==> src/rtl/ps2_host_tx.sv <==
// PS/2 host-to-device transmitter: inhibits the bus, issues a start bit, then shifts
// one command byte plus odd parity out on device clock falls and checks the device ACK.
module ps2_host_tx #(
  parameter int INHIBIT_CYCLES = 12000,
  parameter int TIMEOUT_CYCLES = 2000000
) (
  input  logic       clk,
  input  logic       rst,
  input  logic [7:0] tx_data,
  input  logic       tx_valid,
  output logic       tx_ready,
  output logic       tx_done,
  output logic       tx_err,
  output logic       busy,
  input  logic       ps2_clk_i,
  input  logic       ps2_data_i,
  output logic       ps2_clk_oe,
  output logic       ps2_data_oe
);

  localparam int CNT_MAX = (TIMEOUT_CYCLES > INHIBIT_CYCLES) ? TIMEOUT_CYCLES : INHIBIT_CYCLES;
  localparam int CNT_W   = $clog2(CNT_MAX + 1);

  typedef enum logic [2:0] {
    S_IDLE, S_INHIBIT, S_START, S_BITS, S_STOP, S_ACK_WAIT, S_DONE, S_ERR
  } state_e;

  state_e           state_q, state_d;
  logic [CNT_W-1:0] cnt_q, cnt_d;
  logic [8:0]       shift_q, shift_d;
  logic [3:0]       bit_cnt_q, bit_cnt_d;
  logic             clk_oe_q, clk_oe_d;
  logic             data_oe_q, data_oe_d;
  logic             tx_done_q, tx_done_d;
  logic             tx_err_q, tx_err_d;
  logic             busy_q, busy_d;
  logic             tx_ready_q, tx_ready_d;

  logic [1:0] clk_sync_q, data_sync_q;
  logic       clk_prev_q;
  logic       clk_s, data_s, fall, timed;

  // Idle bus lines are pulled high, so the synchronisers reset to 1 to avoid a false fall.
  always_ff @(posedge clk or negedge rst) begin
    if (!rst) begin
      clk_sync_q  <= 2'b11;
      data_sync_q <= 2'b11;
      clk_prev_q  <= 1'b1;
    end else begin
      clk_sync_q  <= {clk_sync_q[0], ps2_clk_i};
      data_sync_q <= {data_sync_q[0], ps2_data_i};
      clk_prev_q  <= clk_sync_q[1];
    end
  end

  assign clk_s  = clk_sync_q[1];
  assign data_s = data_sync_q[1];
  assign fall   = clk_prev_q & ~clk_s;
  assign timed  = (state_q == S_START) || (state_q == S_BITS) ||
                  (state_q == S_STOP)  || (state_q == S_ACK_WAIT);

  always_comb begin
    // NOTE: every signal written here gets a default first so no latch is inferred.
    state_d   = state_q;
    cnt_d     = cnt_q;
    shift_d   = shift_q;
    bit_cnt_d = bit_cnt_q;
    clk_oe_d  = clk_oe_q;
    data_oe_d = data_oe_q;

    if (timed) begin
      cnt_d = fall ? '0 : cnt_q + CNT_W'(1);
    end

    unique case (state_q)
      S_IDLE: begin
        clk_oe_d  = 1'b0;
        data_oe_d = 1'b0;
        if (tx_valid && tx_ready_q) begin
          shift_d   = {~^tx_data, tx_data};
          bit_cnt_d = 4'd0;
          cnt_d     = '0;
          clk_oe_d  = 1'b1;
          state_d   = S_INHIBIT;
        end
      end
      S_INHIBIT: begin
        if (cnt_q == CNT_W'(INHIBIT_CYCLES - 1)) begin
          data_oe_d = 1'b1;
          cnt_d     = '0;
          state_d   = S_START;
        end else begin
          cnt_d = cnt_q + CNT_W'(1);
        end
      end
      S_START: begin
        clk_oe_d = 1'b0;
        if (fall) begin
          data_oe_d = ~shift_q[0];
          shift_d   = shift_q >> 1;
          bit_cnt_d = 4'd1;
          state_d   = S_BITS;
        end
      end
      S_BITS: begin
        if (fall) begin
          if (bit_cnt_q == 4'd9) begin
            data_oe_d = 1'b0;
            state_d   = S_STOP;
          end else begin
            data_oe_d = ~shift_q[0];
            shift_d   = shift_q >> 1;
            bit_cnt_d = bit_cnt_q + 4'd1;
          end
        end
      end
      S_STOP: begin
        data_oe_d = 1'b0;
        if (fall) begin
          state_d = data_s ? S_ERR : S_ACK_WAIT;
        end
      end
      S_ACK_WAIT: begin
        if (clk_s && data_s) begin
          state_d = S_DONE;
        end
      end
      S_DONE: state_d = S_IDLE;
      S_ERR: begin
        clk_oe_d  = 1'b0;
        data_oe_d = 1'b0;
        state_d   = S_IDLE;
      end
      default: state_d = S_IDLE;
    endcase

    // A silent device aborts the transfer; a fall in the same cycle restarts the window.
    if (timed && !fall && (cnt_q == CNT_W'(TIMEOUT_CYCLES - 1))) begin
      clk_oe_d  = 1'b0;
      data_oe_d = 1'b0;
      state_d   = S_ERR;
    end

    tx_done_d  = (state_d == S_DONE);
    tx_err_d   = (state_d == S_ERR);
    busy_d     = (state_d != S_IDLE);
    tx_ready_d = (state_d == S_IDLE);
  end

  always_ff @(posedge clk or negedge rst) begin
    if (!rst) begin
      state_q    <= S_IDLE;
      cnt_q      <= '0;
      shift_q    <= '0;
      bit_cnt_q  <= '0;
      clk_oe_q   <= 1'b0;
      data_oe_q  <= 1'b0;
      tx_done_q  <= 1'b0;
      tx_err_q   <= 1'b0;
      busy_q     <= 1'b0;
      tx_ready_q <= 1'b1;
    end else begin
      // NOTE: state registers use non-blocking assignments so all flops update together.
      state_q    <= state_d;
      cnt_q      <= cnt_d;
      shift_q    <= shift_d;
      bit_cnt_q  <= bit_cnt_d;
      clk_oe_q   <= clk_oe_d;
      data_oe_q  <= data_oe_d;
      tx_done_q  <= tx_done_d;
      tx_err_q   <= tx_err_d;
      busy_q     <= busy_d;
      tx_ready_q <= tx_ready_d;
    end
  end

  assign tx_ready    = tx_ready_q;
  assign tx_done     = tx_done_q;
  assign tx_err      = tx_err_q;
  assign busy        = busy_q;
  assign ps2_clk_oe  = clk_oe_q;
  assign ps2_data_oe = data_oe_q;

endmodule

==> config.mk <==
export PLATFORM = sky130hd
export DESIGN_NAME = ps2_host_tx
export DESIGN_NICKNAME = d
export VERILOG_FILES = /design/src/rtl/ps2_host_tx.sv
export SDC_FILE = /design/constraint.sdc
export NUM_CORES = 1
export LEC_CHECK = 0
export ABC_AREA = 1
export BUFFER_PORTS_ARGS = -buffer_cell sky130_fd_sc_hd__clkbuf_2
export CAP_MARGIN = 10
export CORE_UTILIZATION = 40
export CTS_CLUSTER_SIZE = 30
export DETAILED_ROUTE_END_ITERATION = 6
export PLACE_DENSITY = 0.53
export SYNTH_ARGS = -nofsm -noshare
export SYNTH_HDL_FRONTEND = slang
export SYNTH_SLANG_ARGS = --single-unit
export TNS_END_PERCENT = 100
==> constraint.sdc <==
create_clock -name clk -period 2.2 [get_ports clk]
set_input_delay 0.44 -clock clk [delete_from_list [all_inputs] [get_ports clk]]
set_output_delay 0.44 -clock clk [all_outputs]
set_load 0.01 [all_outputs]
[Word-level counts from Yosys, hierarchy flattened]
Cells that the tools add are included.
Cells by class
  reduce and logical (&&, ||, !) cells: 20
  eq/ne operators: 19
  add/sub/neg operators: 2
  bitwise operators: 3
  multiplexer cells: 34
Operators by type and width (count)
  $mux 21: 4
  $pmux 21 s2: 1
  $mux 9: 4
  $pmux 9 s3: 1
  $mux 3: 8
  $add 21x1->21 const B: 1
  $eq 21x14->1 const B: 1
  $eq 21x21->1 const B: 1
  $pmux 3 s7: 1
  $eq 3x3->1 const B: 6
  $mux 4: 4
  $pmux 4 s3: 1
  $reduce_bool 3->1: 3
  $ne 2x2->1 const B: 4
  $reduce_xnor 8->1: 1
  $mux 1: 7
  $eq 3x2->1 const B: 2
  $logic_not 3->1: 2
  $ne 3x2->1 const B: 2
  $reduce_and 5->1: 1
  $reduce_bool 5->1: 1
  $add 4x1->4 const B: 1
  $eq 4x4->1 const B: 1
  $logic_and 1x1->1: 4
  other kinds (12): 16
Storage, ports and cells
  bits in registers: 48
  input port bits: 13
  logic and storage cells: 91

[Depth between registers and ports, before layout]
Gate-level depths: netlist (run 1).
  depth after elaboration: 8
  mapped depth: 11
  depth with buffers taken out: 10

[Worst setup path after synthesis (run 1)]
No wires, ideal clock.
  path type: reg-to-reg
  start point: register state_q[1]
  end point: register cnt_q[18]
  slack: 0.545 ns
  cell stages (with the launch flop): 10
  required time: 2.135 ns
  setup time: 0.065 ns
  arrival: 1.590 ns
  cell sequence: dfrtp_1 > inv_2 > ha_1 > inv_1 > nor2_1 > nand2_1 > nand2_4 > buf_6 > nand3_1 > nand2_1
On the way
  longest elaborated chain between the ends: 7
  elaborated cells on any way between the ends: 12
  those cells by class: 5 x eq/ne; 3 x mux; 4 x reduce/logical
RTL lines
  start: declaration: RTL line 28  | state_e state_q, state_d;
  start signal: assignment: RTL line 164  | state_q <= state_d;
  $eq 3x2->1: RTL line 59  | assign timed = (state_q == S_START) || (state_q == S_BITS) ||
  $logic_or 1x1->1 (2 in series): RTL line 59
  $logic_or 1x1->1: RTL line 60  | (state_q == S_STOP) || (state_q == S_ACK_WAIT);
  $mux 21: RTL line 71  | if (timed) begin
  $mux 21: RTL line 79  | if (tx_valid && tx_ready_q) begin
  $pmux 21 s2 *: RTL line 75  | unique case (state_q)
  named net cnt_d[18]: RTL line 29  | logic [CNT_W-1:0] cnt_q, cnt_d;
  end signal: assignment: RTL line 165  | cnt_q <= cnt_d;
  end: declaration: RTL line 29
The timed path passes the listed nets; every way through them passes the cells marked *.
A chain may end at the register's enable or synchronous reset.

[Worst setup path in the final report (run 1)]
  start point: register state_q[1]
  end point: register cnt_q[2]
Same word-level chain as after synthesis.

==> out/metrics.yaml, run 1 <==
die:
  die_height_um: 89.8
  boundaryPins: 19
  floorplan.rows: 31
  core_area_um2: 7370
  floorplan.die_area_um2: 8070
  die_width_um: 89.8
  start_util_pct: 41.9
pwr:
  pwr_density_cell_nw_per_um2: 787
  peakVddDrop_uv: 351
  power_leakage_nw: 1.61
clocking:
  cts_repair_resize_count: 0
  cts-htree-levels: 2
  cts_setup_buffers: 0
  clock_tree.buffer_depth: 2
  clk_root_buffer_cell: "sky130_fd_sc_hd__clkbuf_8"
  numCtsBuffers: 5
  worstSkewPairLatency_ps: 300
  clk_transition_reported_paths_ps: 100
  cts-hold-fix-buffers: 0
  clock_sink_count: 48
  cts_tree: "built"
yosys:
  syn-num-nets: 446
  synth_area_leader_cell: "sky130_fd_sc_hd__dfrtp_1"
  synth-edff-count: 0
  synth.yosys.seq_area_share_pct: 39.2
  ys_types: 33
  synth_ff_type: "sky130_fd_sc_hd__dfrtp_1"
  synth_async_sr_flop_share_pct: 100
  cell_count_after_synthesis: 427
  avgSynthCellArea_um2: 7.22
  synthesis.yosys.warnings: 0
  synth-seq-cells: 48
  yosysTopAreaCellShare_pct: 34.1
  synth_top_cells_by_area: "sky130_fd_sc_hd__dfrtp_1, sky130_fd_sc_hd__nand2_1, sky130_fd_sc_hd__nor2_1, sky130_fd_sc_hd__inv_1, sky130_fd_sc_hd__nand3_1"
  synthesis.area_um2: 3080
global_route:
  wire_length_of_the_first_global_routing_pass_mm: 11.6
  grt_overflow: 0
  antenna_found_initial: 0
  overall_global_routing_usage_pct: 17.9
  grt_pass1_vias: 2417
  grt_max_degree: 26
timing:
  worst_slew_margin_rel_pct: 68.3
  post-route-min-period_ps: 1970
  finalMaxSlewViolations: 0
  setup-tns-final_ps: 0
  worst_pin_slew_ps: 476
  maxClockFrequency_mhz: 508
  whs_ps: 67.1
  finalSetupViolCount: 0
  rsz0062_at_grt: "false"
  final_hold_viols: 0
  share_of_the_clock_period_used_by_the_worst_path_pct: 89.4
  finClkSkew_ps: 3.98
min_path:
  holdCritPathClass: "in2async"
place:
  buffer_ports.inserted: 18
  dp_wirelength_mm: 5.23
  gp_routability_congestion: 0.858
layout:
  fin_nets: 469
  antenna_cells_inserted: 0
  drive_above_1_share_pct: 16.0
  layout_common_cells: "sky130_fd_sc_hd__nand2_1, sky130_fd_sc_hd__nor2_1, sky130_fd_sc_hd__inv_1, sky130_fd_sc_hd__dfrtp_1, sky130_fd_sc_hd__nand3_1"
  areaGrowthSynthToFinish_pct: 10.4
  final_common_cell: "sky130_fd_sc_hd__nand2_1"
critical_path:
  critical-path-top-delay-family: "simple AND/OR/NAND/NOR gates"
  critPathBufInv: 2
  crit_path_cell_trace: "inv_2 -> ha_1 -> inv_1 -> nor2_1 -> nand2_1 -> nand2_4 -> nand3_1 -> nand2_1"
  worstPathArrival_ps: 2210
  critical-path-top-cell-by-count: "sky130_fd_sc_hd__nand2_1"
  worstPathMaxFanout: 18
  nature_of_the_critical_path_endpoint: "register"
  crit_path_max_incr_delay_ps: 550
  crit-reg2reg-launch: "state_q[1]$_DFF_PN0_"
  type_of_origin_of_the_critical_path: "register"
  cp_slowest_cell: "sky130_fd_sc_hd__dfrtp_1"
  critPathLaunch: "state_q[1]$_DFF_PN0_"
  worst_ep_required_time_ps: 2450
  setup.worst_path.class: "reg2reg"
drt:
  drt_pass_1_iters: 5
  routed_via_density: 4.75
  num_vias: 2614
  drc_violations_left: 0
  route.detailed.wl_per_inst_um: 12.2
  detail_route.wirelength_mm: 6.70
  drt_first_iter_violations: 102
  postRouteAntennaNets: 0
run:
  maxCapViolations: 0
outcome:
  outcome: "finished, final reports clean"
[routing by layer]
| layer | GRT usage, % | up-vias | routed length [um] |
|---|---|---|---|
| li1 | - | 1398 | - |
| met1 | 26.5 | 1164 | 3630 |
| met2 | 27.4 | 48 | 2800 |
| met3 | 2.88 | 4 | 228 |
| met4 | 4.10 | 0 | 35 |
| met5 | 0 | - | 0 |
[kinds of logic after synthesis]
family	synth area share, %
AND/OR/NAND/NOR	38.0
XOR/XNOR	3.98
adder cells (fa/ha/maj)	2.43
buffers and inverters	8.28
flip-flops	39.2
AO/OA/AOI/OAI	8.11
[cells in the mapped netlist (4+ instances only)]
master                     instances
sky130_fd_sc_hd__nand2_1         132
sky130_fd_sc_hd__nor2_1           63
sky130_fd_sc_hd__inv_1            46
sky130_fd_sc_hd__dfrtp_1          42
sky130_fd_sc_hd__nand3_1          32
sky130_fd_sc_hd__o21ai_1          13
sky130_fd_sc_hd__nand4_1          12
sky130_fd_sc_hd__a31oi_2           8
sky130_fd_sc_hd__xor2_1            8
sky130_fd_sc_hd__dfstp_2           6
sky130_fd_sc_hd__ha_1              6
sky130_fd_sc_hd__nand2_2           6
sky130_fd_sc_hd__nand3b_1          6
sky130_fd_sc_hd__xnor2_1           6
sky130_fd_sc_hd__a21oi_1           5
sky130_fd_sc_hd__nor2_2            4
sky130_fd_sc_hd__o21ai_0           4
[sequential cells by signal, indices dropped and copies added, names as in the netlist, 2 cells and up]
name,count
shift_q,9
state_q,3
bit_cnt_q,4
clk_sync_q,2
cnt_q,21
data_sync_q,2
[worst reg2reg max path, stage by stage, from the launching register on]
cell and delay (ps):
sky130_fd_sc_hd__dfrtp_1 550, sky130_fd_sc_hd__inv_2 110, sky130_fd_sc_hd__ha_1 310, sky130_fd_sc_hd__inv_1 70, sky130_fd_sc_hd__nor2_1 260, sky130_fd_sc_hd__nand2_1 150
sky130_fd_sc_hd__nand2_4 210, sky130_fd_sc_hd__nand3_1 140, sky130_fd_sc_hd__nand2_1 90
[metrics by stage]
stage | instances | setup slack, ps | area (um2) | utilization, % | power [mW]
floorplan | 427 | 545 | 3080 | - | 1.82
global placement | 542 | 316 | 3290 | 44.6 | 2.03
detailed placement | 542 | 279 | 3290 | 44.6 | 2.04
CTS | 550 | 240 | 3400 | 46.2 | 2.72
global route | 550 | 122 | 3400 | 46.2 | 2.89
finish | 550 | 233 | 3400 | 46.2 | 2.68
[power by group]
group	leakage (nW)	switching, mW	total (mW)	internal [mW]
logic	0.960	0.445	0.748	0.304
registers	0.595	0.182	1.26	1.08
clock network	0.0548	0.325	0.668	0.343
[path summary, 6_finish.rpt]
path	endpoint	slack, ps	cells past startpoint
setup / recovery	cnt_q[2]$_DFF_PN0_	230	8
hold / removal	cnt_q[5]$_DFF_PN0_	70	1
setup reg to reg	cnt_q[2]$_DFF_PN0_	230	8
hold reg to reg	data_sync_q[1]$_DFF_PN1_	360	0
max in group asynchronous	clk_sync_q[1]$_DFF_PN1_	1460	2
min in group clk	data_sync_q[0]$_DFF_PN1_	210	1
[cell type report]
cell class | count | area (um2)
timing repair buffer | 26 | 150
clock buffer | 5 | 68.8
fill | 761 | 3970
sequential | 48 | 1210
clock inverter | 3 | 46.3
multi-input combinational | 320 | 1620
inverter | 49 | 186
tap | 99 | 124
Note: power is estimated with default switching activity, not from simulation.
==> run 2, diff against run 1 <==
CORE_UTILIZATION = 61   (was 40)
PLACE_DENSITY = 0.77   (was 0.53)
==> run 2 against run 1 <==
  * Wire length is 3.4% lower
  * First-iteration DRC count up 66%
  * Via count up 5.1%
  * Fmax increased by 1.1%
  * Global-route usage is 9.7 points higher
  * Core utilization grew 24 points
  * Non-clock buffer count fell by 2
  * Sequential cell count did not move
  * Largest cell class unchanged
  * Worst hold slack better by 48 ps
  * Clock-buffer cell count rose by 1
  * Highest routed layer unchanged
  * Critical path type unchanged
  * Critical path depth is the same
  * Total power decreased by 3.6%
==> out/metrics.yaml, run 2 (synthesized netlist as in run 1, its figures left out) <==
timing:
  post-route-min-period_ps: 1940  # was 1970 ps
  worst_pin_slew_ps: 600  # was 476 ps
  setup_ws_ps: 255  # was 233 ps
  maxClockFrequency_mhz: 514  # was 508 MHz
  final_hold_viols: 0  # unchanged
  whs_ps: 115  # was 67.1 ps
  finalSetupViolCount: 0  # unchanged
  worst_slew_margin_rel_pct: 60.0  # was 68.3%
  share_of_the_clock_period_used_by_the_worst_path_pct: 88.4  # was 89.4%
  setup-tns-final_ps: 0  # unchanged
  finalMaxSlewViolations: 0  # unchanged
  rsz0062_at_grt: "false"  # unchanged
  finClkSkew_ps: 8.23  # was 3.98 ps
clocking:
  cts-htree-levels: 2  # unchanged
  cts_repair_resize_count: 0  # unchanged
  worstSkewPairLatency_ps: 310  # was 300 ps
  cts_setup_buffers: 0  # unchanged
  cts-hold-fix-buffers: 0  # unchanged
  numCtsBuffers: 5  # unchanged
  cts_tree: "built"  # unchanged
  clk_transition_reported_paths_ps: 90  # was 100 ps
  clk_root_buffer_cell: "sky130_fd_sc_hd__clkbuf_8"  # unchanged
  clock_tree.buffer_depth: 2  # unchanged
  clock_sink_count: 48  # unchanged
critical_path:
  worstPathArrival_ps: 2190  # was 2210 ps
  critical_path.reg2reg.endpoint: "cnt_q[18]$_DFF_PN0_"  # was cnt_q[2]$_DFF_PN0_
  nature_of_the_critical_path_endpoint: "register"  # unchanged
  setup_slack_of_the_most_critical_reg_to_reg_path_ps: 260  # was 230 ps
  worst_r2r_path_depth: 8  # unchanged
  worst_ep_required_time_ps: 2440  # was 2450 ps
  type_of_origin_of_the_critical_path: "register"  # unchanged
  worstPathMaxFanout: 18  # unchanged
  setup.worst_path.class: "reg2reg"  # unchanged
  crit-reg2reg-launch: "state_q[2]$_DFF_PN0_"  # was state_q[1]$_DFF_PN0_
die:
  floorplan.die_area_um2: 5340  # was 8070 um2
  core_area_um2: 4790  # was 7370 um2
  die_width_um: 73.1  # was 89.8 um
  boundaryPins: 19  # unchanged
  start_util_pct: 64.4  # was 41.9%
  floorplan.rows: 25  # was 31
  die_height_um: 73.1  # was 89.8 um
drt:
  drt_first_iter_violations: 169  # was 102
  postRouteAntennaNets: 0  # unchanged
  route.detailed.wl_per_inst_um: 12.5  # was 12.2 um
  routed_via_density: 5.32  # was 4.75
  detail_route.wirelength_mm: 6.47  # was 6.70 mm
  drc_violations_left: 0  # unchanged
  drt_pass_1_iters: 4  # was 5
  num_vias: 2747  # was 2614
min_path:
  holdCritPathClass: "in2async"  # unchanged
global_route:
  antenna_found_initial: 0  # unchanged
  grt_overflow: 0  # unchanged
  grt_pass1_vias: 2609  # was 2417
  wire_length_of_the_first_global_routing_pass_mm: 11.4  # was 11.6 mm
  grt_max_degree: 27  # was 26
  overall_global_routing_usage_pct: 27.6  # was 17.9%
pwr:
  peakVddDrop_uv: 545  # was 351 uV
  pwr_density_cell_nw_per_um2: 773  # was 787 nW/um2
  power_leakage_nw: 1.59  # was 1.61 nW
layout:
  final_common_cell: "sky130_fd_sc_hd__nand2_1"  # unchanged
  largestRegisters: "cnt_q (21), shift_q (9), bit_cnt_q (4)"  # unchanged
  multi_input_combinational_cell_area_um2: 1620  # unchanged
  fin_nets: 467  # was 469
  antenna_cells_inserted: 0  # unchanged
  drive_above_1_share_pct: 15.6  # was 16.0%
  layout_common_cells: "sky130_fd_sc_hd__nand2_1, sky130_fd_sc_hd__nor2_1, sky130_fd_sc_hd__inv_1, sky130_fd_sc_hd__dfrtp_1, sky130_fd_sc_hd__nand3_1"  # unchanged
  ff_latch_area_um2: 1210  # unchanged
  final.fill_count: 430  # was 761
  largest_register_ffs: 21  # unchanged
  areaGrowthSynthToFinish_pct: 8.44  # was 10.4%
  layoutNonFillerInstCount: 516  # was 550
  largest_register_by_flop_count: "cnt_q"  # unchanged
place:
  buffer_ports.inserted: 18  # unchanged
  place_ws_ps: 293  # was 279 ps
  dp_wirelength_mm: 5.03  # was 5.23 mm
  place.detailed.instances: 508  # was 542
  gp_routability_congestion: 0.890  # was 0.858
outcome:
  outcome: "finished, final reports clean"  # unchanged
run:
  maxCapViolations: 0  # unchanged
-- run 2: per-stage QoR --
stage | cell area, um2 | util [%] | power (mW)
after floorplan | 3080 | - | 1.82
after global placement | 3250 | 67.8 | 1.99
after detailed placement | 3250 | 67.8 | 2.04
after CTS | 3340 | 69.9 | 2.60
after global routing | 3340 | 69.9 | 2.78
final | 3340 | 69.9 | 2.58
-- run 2: routing by layer --
layer | vias up | GRT usage [%] | share of wire (%)
li1 | 1388 | - | -
met1 | 1279 | 39.3 | 48
met2 | 74 | 43.3 | 45
met3 | 6 | 4.70 | 6.0
met4 | 0 | 7.63 | 0.65
met5 | - | 0 | 0
-- run 2: worst max path at each step --
stage | startpoint | end | slack [ps] | cells after the start
after floorplan | state_q[1]$_DFF_PN0_ | cnt_q[18]$_DFF_PN0_ | 550 | 9
after global placement | state_q[2]$_DFF_PN0_ | cnt_q[7]$_DFF_PN0_ | 400 | 8
after detailed placement | state_q[2]$_DFF_PN0_ | cnt_q[18]$_DFF_PN0_ | 290 | 8
after CTS | state_q[2]$_DFF_PN0_ | cnt_q[18]$_DFF_PN0_ | 270 | 8
after global routing | state_q[2]$_DFF_PN0_ | cnt_q[7]$_DFF_PN0_ | 110 | 8
final | state_q[2]$_DFF_PN0_ | cnt_q[18]$_DFF_PN0_ | 260 | 8
-- run 2: final cells by class --
type	instances	area share [%]
clock buffer	6	2.47
tap	67	2.51
multi-input combinational	320	48.4
timing repair buffer	24	4.41
sequential	48	36.1
inverter	49	5.57
clock inverter	2	0.449
-- run 2: power by group --
part           internal, mW  leakage (nW)  switching (mW)  total [mW]
clock                 0.255        0.0434           0.310       0.565
combinational         0.304         0.954           0.450       0.754
sequential             1.08         0.595           0.183        1.27
-- run 2: critical path, cell delays in order (launching register included) --
cell	delay [ps]
sky130_fd_sc_hd__dfrtp_1	590
sky130_fd_sc_hd__inv_4	100
sky130_fd_sc_hd__ha_1	310
sky130_fd_sc_hd__inv_1	70
sky130_fd_sc_hd__nor2_1	250
sky130_fd_sc_hd__nand2_1	140
sky130_fd_sc_hd__nand2_4	220
sky130_fd_sc_hd__nand3_1	120
sky130_fd_sc_hd__nand2_1	80
==> run 3, diff against run 2 <==
clock period = 1.81 ns   (was 2.2 ns; I/O delays follow)
==> run 3 against run 2 <==
  * Clock-buffer cell count is 1 lower
  * Fmax is 16% higher
  * Via count is 1.7% higher
  * Worst hold slack better by 5.3 ps
  * Largest cell class unchanged
==> out/metrics.yaml, run 3 (synthesized netlist as in run 1, its figures left out) <==
critical_path:
  worstPathMaxFanout: 18  # unchanged
  worstPathArrival_ps: 1880  # was 2190 ps
  worst_r2r_path_depth: 7  # was 8
  worstSetupPathDepth: 7  # was 8
  worst_ep_required_time_ps: 2020  # was 2440 ps
  crit-reg2reg-launch: "cnt_q[1]$_DFF_PN0_"  # was state_q[2]$_DFF_PN0_
  nature_of_the_critical_path_endpoint: "register"  # unchanged
  crit_path_max_incr_delay_ps: 420  # was 590 ps
  cp_slowest_cell: "sky130_fd_sc_hd__dfrtp_1"  # unchanged
  type_of_origin_of_the_critical_path: "register"  # unchanged
  setup_slack_of_the_most_critical_reg_to_reg_path_ps: 130  # was 260 ps
  critPathBufInv: 0  # was 2
  critical_path.reg2reg.endpoint: "cnt_q[0]$_DFF_PN0_"  # was cnt_q[18]$_DFF_PN0_
  critical-path-top-cell-by-count: "sky130_fd_sc_hd__nand3_1"  # was sky130_fd_sc_hd__nand2_1
  setup.worst_path.class: "reg2reg"  # unchanged
  crit_path_cell_trace: "ha_1 -> nand3_1 -> nor2_1 -> nand3_1 -> nand3_2 -> nand2_4 -> o21a_1"  # was inv_4 -> ha_1 -> inv_1 -> nor2_1 -> nand2_1 -> nand2_4 -> nand3_1 -> nand2_1
  critical-path-top-delay-family: "simple AND/OR/NAND/NOR gates"  # unchanged
min_path:
  holdCritPathClass: "in2reg"  # was in2async
  min_to: "clk_sync_q[0]$_DFF_PN1_"
  hold_path_depth: 1
  min_from: "ps2_clk_i"
pwr:
  peakVddDrop_uv: 771  # was 545 uV
  pwr_density_cell_nw_per_um2: 958  # was 773 nW/um2
  power_leakage_nw: 1.62  # was 1.59 nW
  total_power_mw: 3.26  # was 2.58 mW
place:
  buffer_ports.inserted: 18  # unchanged
  place.detailed.instances: 510  # was 508
  dp_wirelength_mm: 4.86  # was 5.03 mm
  gp_routability_congestion: 0.949  # was 0.890
die:
  start_util_pct: 64.4  # unchanged
  die_height_um: 73.1  # unchanged
  boundaryPins: 19  # unchanged
  floorplan.die_area_um2: 5340  # unchanged
  floorplan.rows: 25  # unchanged
  core_area_um2: 4790  # unchanged
  die_width_um: 73.1  # unchanged
timing:
  post-route-min-period_ps: 1680  # was 1940 ps
  share_of_the_clock_period_used_by_the_worst_path_pct: 92.6  # was 88.4%
  worst_pin_slew_ps: 428  # was 600 ps
  finClkSkew_ps: 6.94  # was 8.23 ps
  finalMaxSlewViolations: 0  # unchanged
  maxClockFrequency_mhz: 597  # was 514 MHz
  final_hold_viols: 0  # unchanged
  setup-tns-final_ps: 0  # unchanged
  worst_slew_margin_rel_pct: 71.5  # was 60.0%
  finalSetupViolCount: 0  # unchanged
  rsz0062_at_grt: "false"  # unchanged
drt:
  drt_first_iter_violations: 332  # was 169
  route.detailed.wl_per_inst_um: 12.5  # about the same
  drc_violations_left: 0  # unchanged
  drt_pass_1_iters: 5  # was 4
  detail_route.wirelength_mm: 6.48  # was 6.47 mm
  postRouteAntennaNets: 0  # unchanged
  num_vias: 2795  # was 2747
  routed_via_density: 5.39  # was 5.32
layout:
  areaGrowthSynthToFinish_pct: 10.4  # was 8.44%
  largest_register_ffs: 21  # unchanged
  layoutNonFillerInstCount: 519  # was 516
  largestRegisters: "cnt_q (21), shift_q (9), bit_cnt_q (4)"  # unchanged
  drive_above_1_share_pct: 16.4  # was 15.6%
  antenna_cells_inserted: 0  # unchanged
  final_common_cell: "sky130_fd_sc_hd__nand2_1"  # unchanged
  fin_nets: 470  # was 467
  largest_register_by_flop_count: "cnt_q"  # unchanged
  layout_common_cells: "sky130_fd_sc_hd__nand2_1, sky130_fd_sc_hd__nor2_1, sky130_fd_sc_hd__inv_1, sky130_fd_sc_hd__dfrtp_1, sky130_fd_sc_hd__nand3_1"  # unchanged
clocking:
  clk_transition_reported_paths_ps: 100  # was 90 ps
  cts_tree: "built"  # unchanged
  clock_sink_count: 48  # unchanged
  numCtsBuffers: 5  # unchanged
  clock_tree.buffer_depth: 2  # unchanged
  cts-htree-levels: 2  # unchanged
  clk_root_buffer_cell: "sky130_fd_sc_hd__clkbuf_8"  # unchanged
  worstSkewPairLatency_ps: 310  # about the same
run:
  maxCapViolations: 0  # unchanged
global_route:
  grt_overflow: 0  # unchanged
  antenna_found_initial: 0  # unchanged
  grt_max_degree: 33  # was 27
  overall_global_routing_usage_pct: 26.9  # was 27.6%
  grt_pass1_vias: 2431  # was 2609
  wire_length_of_the_first_global_routing_pass_mm: 11.1  # was 11.4 mm
outcome:
  outcome: "finished, final reports clean"  # unchanged
[run 3: cell types whose count changed in the layout (fill, tap and decap cells not counted)]
| cell | change |
|---|---|
| sky130_fd_sc_hd__clkinv_4 | +2 |
| sky130_fd_sc_hd__clkinvlp_4 | -2 |
| sky130_fd_sc_hd__buf_12 | +1 |
| sky130_fd_sc_hd__buf_4 | +1 |
| sky130_fd_sc_hd__bufinv_16 | +1 |
| sky130_fd_sc_hd__clkbuf_8 | -1 |
| sky130_fd_sc_hd__dfrtp_1 | -1 |
| sky130_fd_sc_hd__dfrtp_2 | +1 |
| sky130_fd_sc_hd__dlygate4sd3_1 | +1 |
| sky130_fd_sc_hd__nor2_1 | -1 |
| sky130_fd_sc_hd__nor2_2 | +1 |
[run 3: area by class of cell]
type	count	area, um2
Inverter	49	186
Fill cell	408	1380
Tap cell	67	83.8
Timing Repair Buffer	27	185
Clock buffer	5	68.8
Clock inverter	3	47.5
Sequential cell	48	1210
Multi-Input combinational cell	320	1620
[run 3: worst max-delay path by stage]
stage / from / endpoint / slack, ps
after floorplan: state_q[1]$_DFF_PN0_ / cnt_q[18]$_DFF_PN0_ / 160
after global placement: cnt_q[0]$_DFF_PN0_ / cnt_q[0]$_DFF_PN0_ / 190
after detailed placement: cnt_q[0]$_DFF_PN0_ / cnt_q[0]$_DFF_PN0_ / 130
after CTS: cnt_q[0]$_DFF_PN0_ / cnt_q[0]$_DFF_PN0_ / 120
after global routing: cnt_q[5]$_DFF_PN0_ / cnt_q[19]$_DFF_PN0_ / 9
final: cnt_q[1]$_DFF_PN0_ / cnt_q[0]$_DFF_PN0_ / 130
[run 3: metrics by stage]
stage	setup slack (ps)	util [%]	instance area [um2]	hold slack [ps]
after global routing	8.92	71.1	3400	108
after global placement	191	68.4	3270	322
after CTS	117	71.1	3400	114
after detailed placement	134	68.4	3270	320
final	135	71.1	3400	121
after floorplan	155	-	3080	66.4
[run 3: routing by layer]
metal	part of all wire, %	global-route usage (%)
met5	0	0
met1	51	42.1
met4	1.4	8.06
met3	5.3	4.28
met2	42	37.7
[run 3: repair_timing]
action | 4_1_cts | 5_1_grt
gates resized for setup | 0 | 2
hold buffers | 1 | 0
setup endpoints to repair | 0 | 14
hold endpoints to repair | 15 | 0
setup buffers | 0 | 0
[run 3: where the power goes]
group	leakage [nW]	total, mW	switching [mW]	internal, mW
Sequential	0.594	1.53	0.217	1.32
Combinational	0.972	0.919	0.539	0.380
Clock	0.0583	0.808	0.391	0.417
Total	1.62	3.26	1.15	2.11
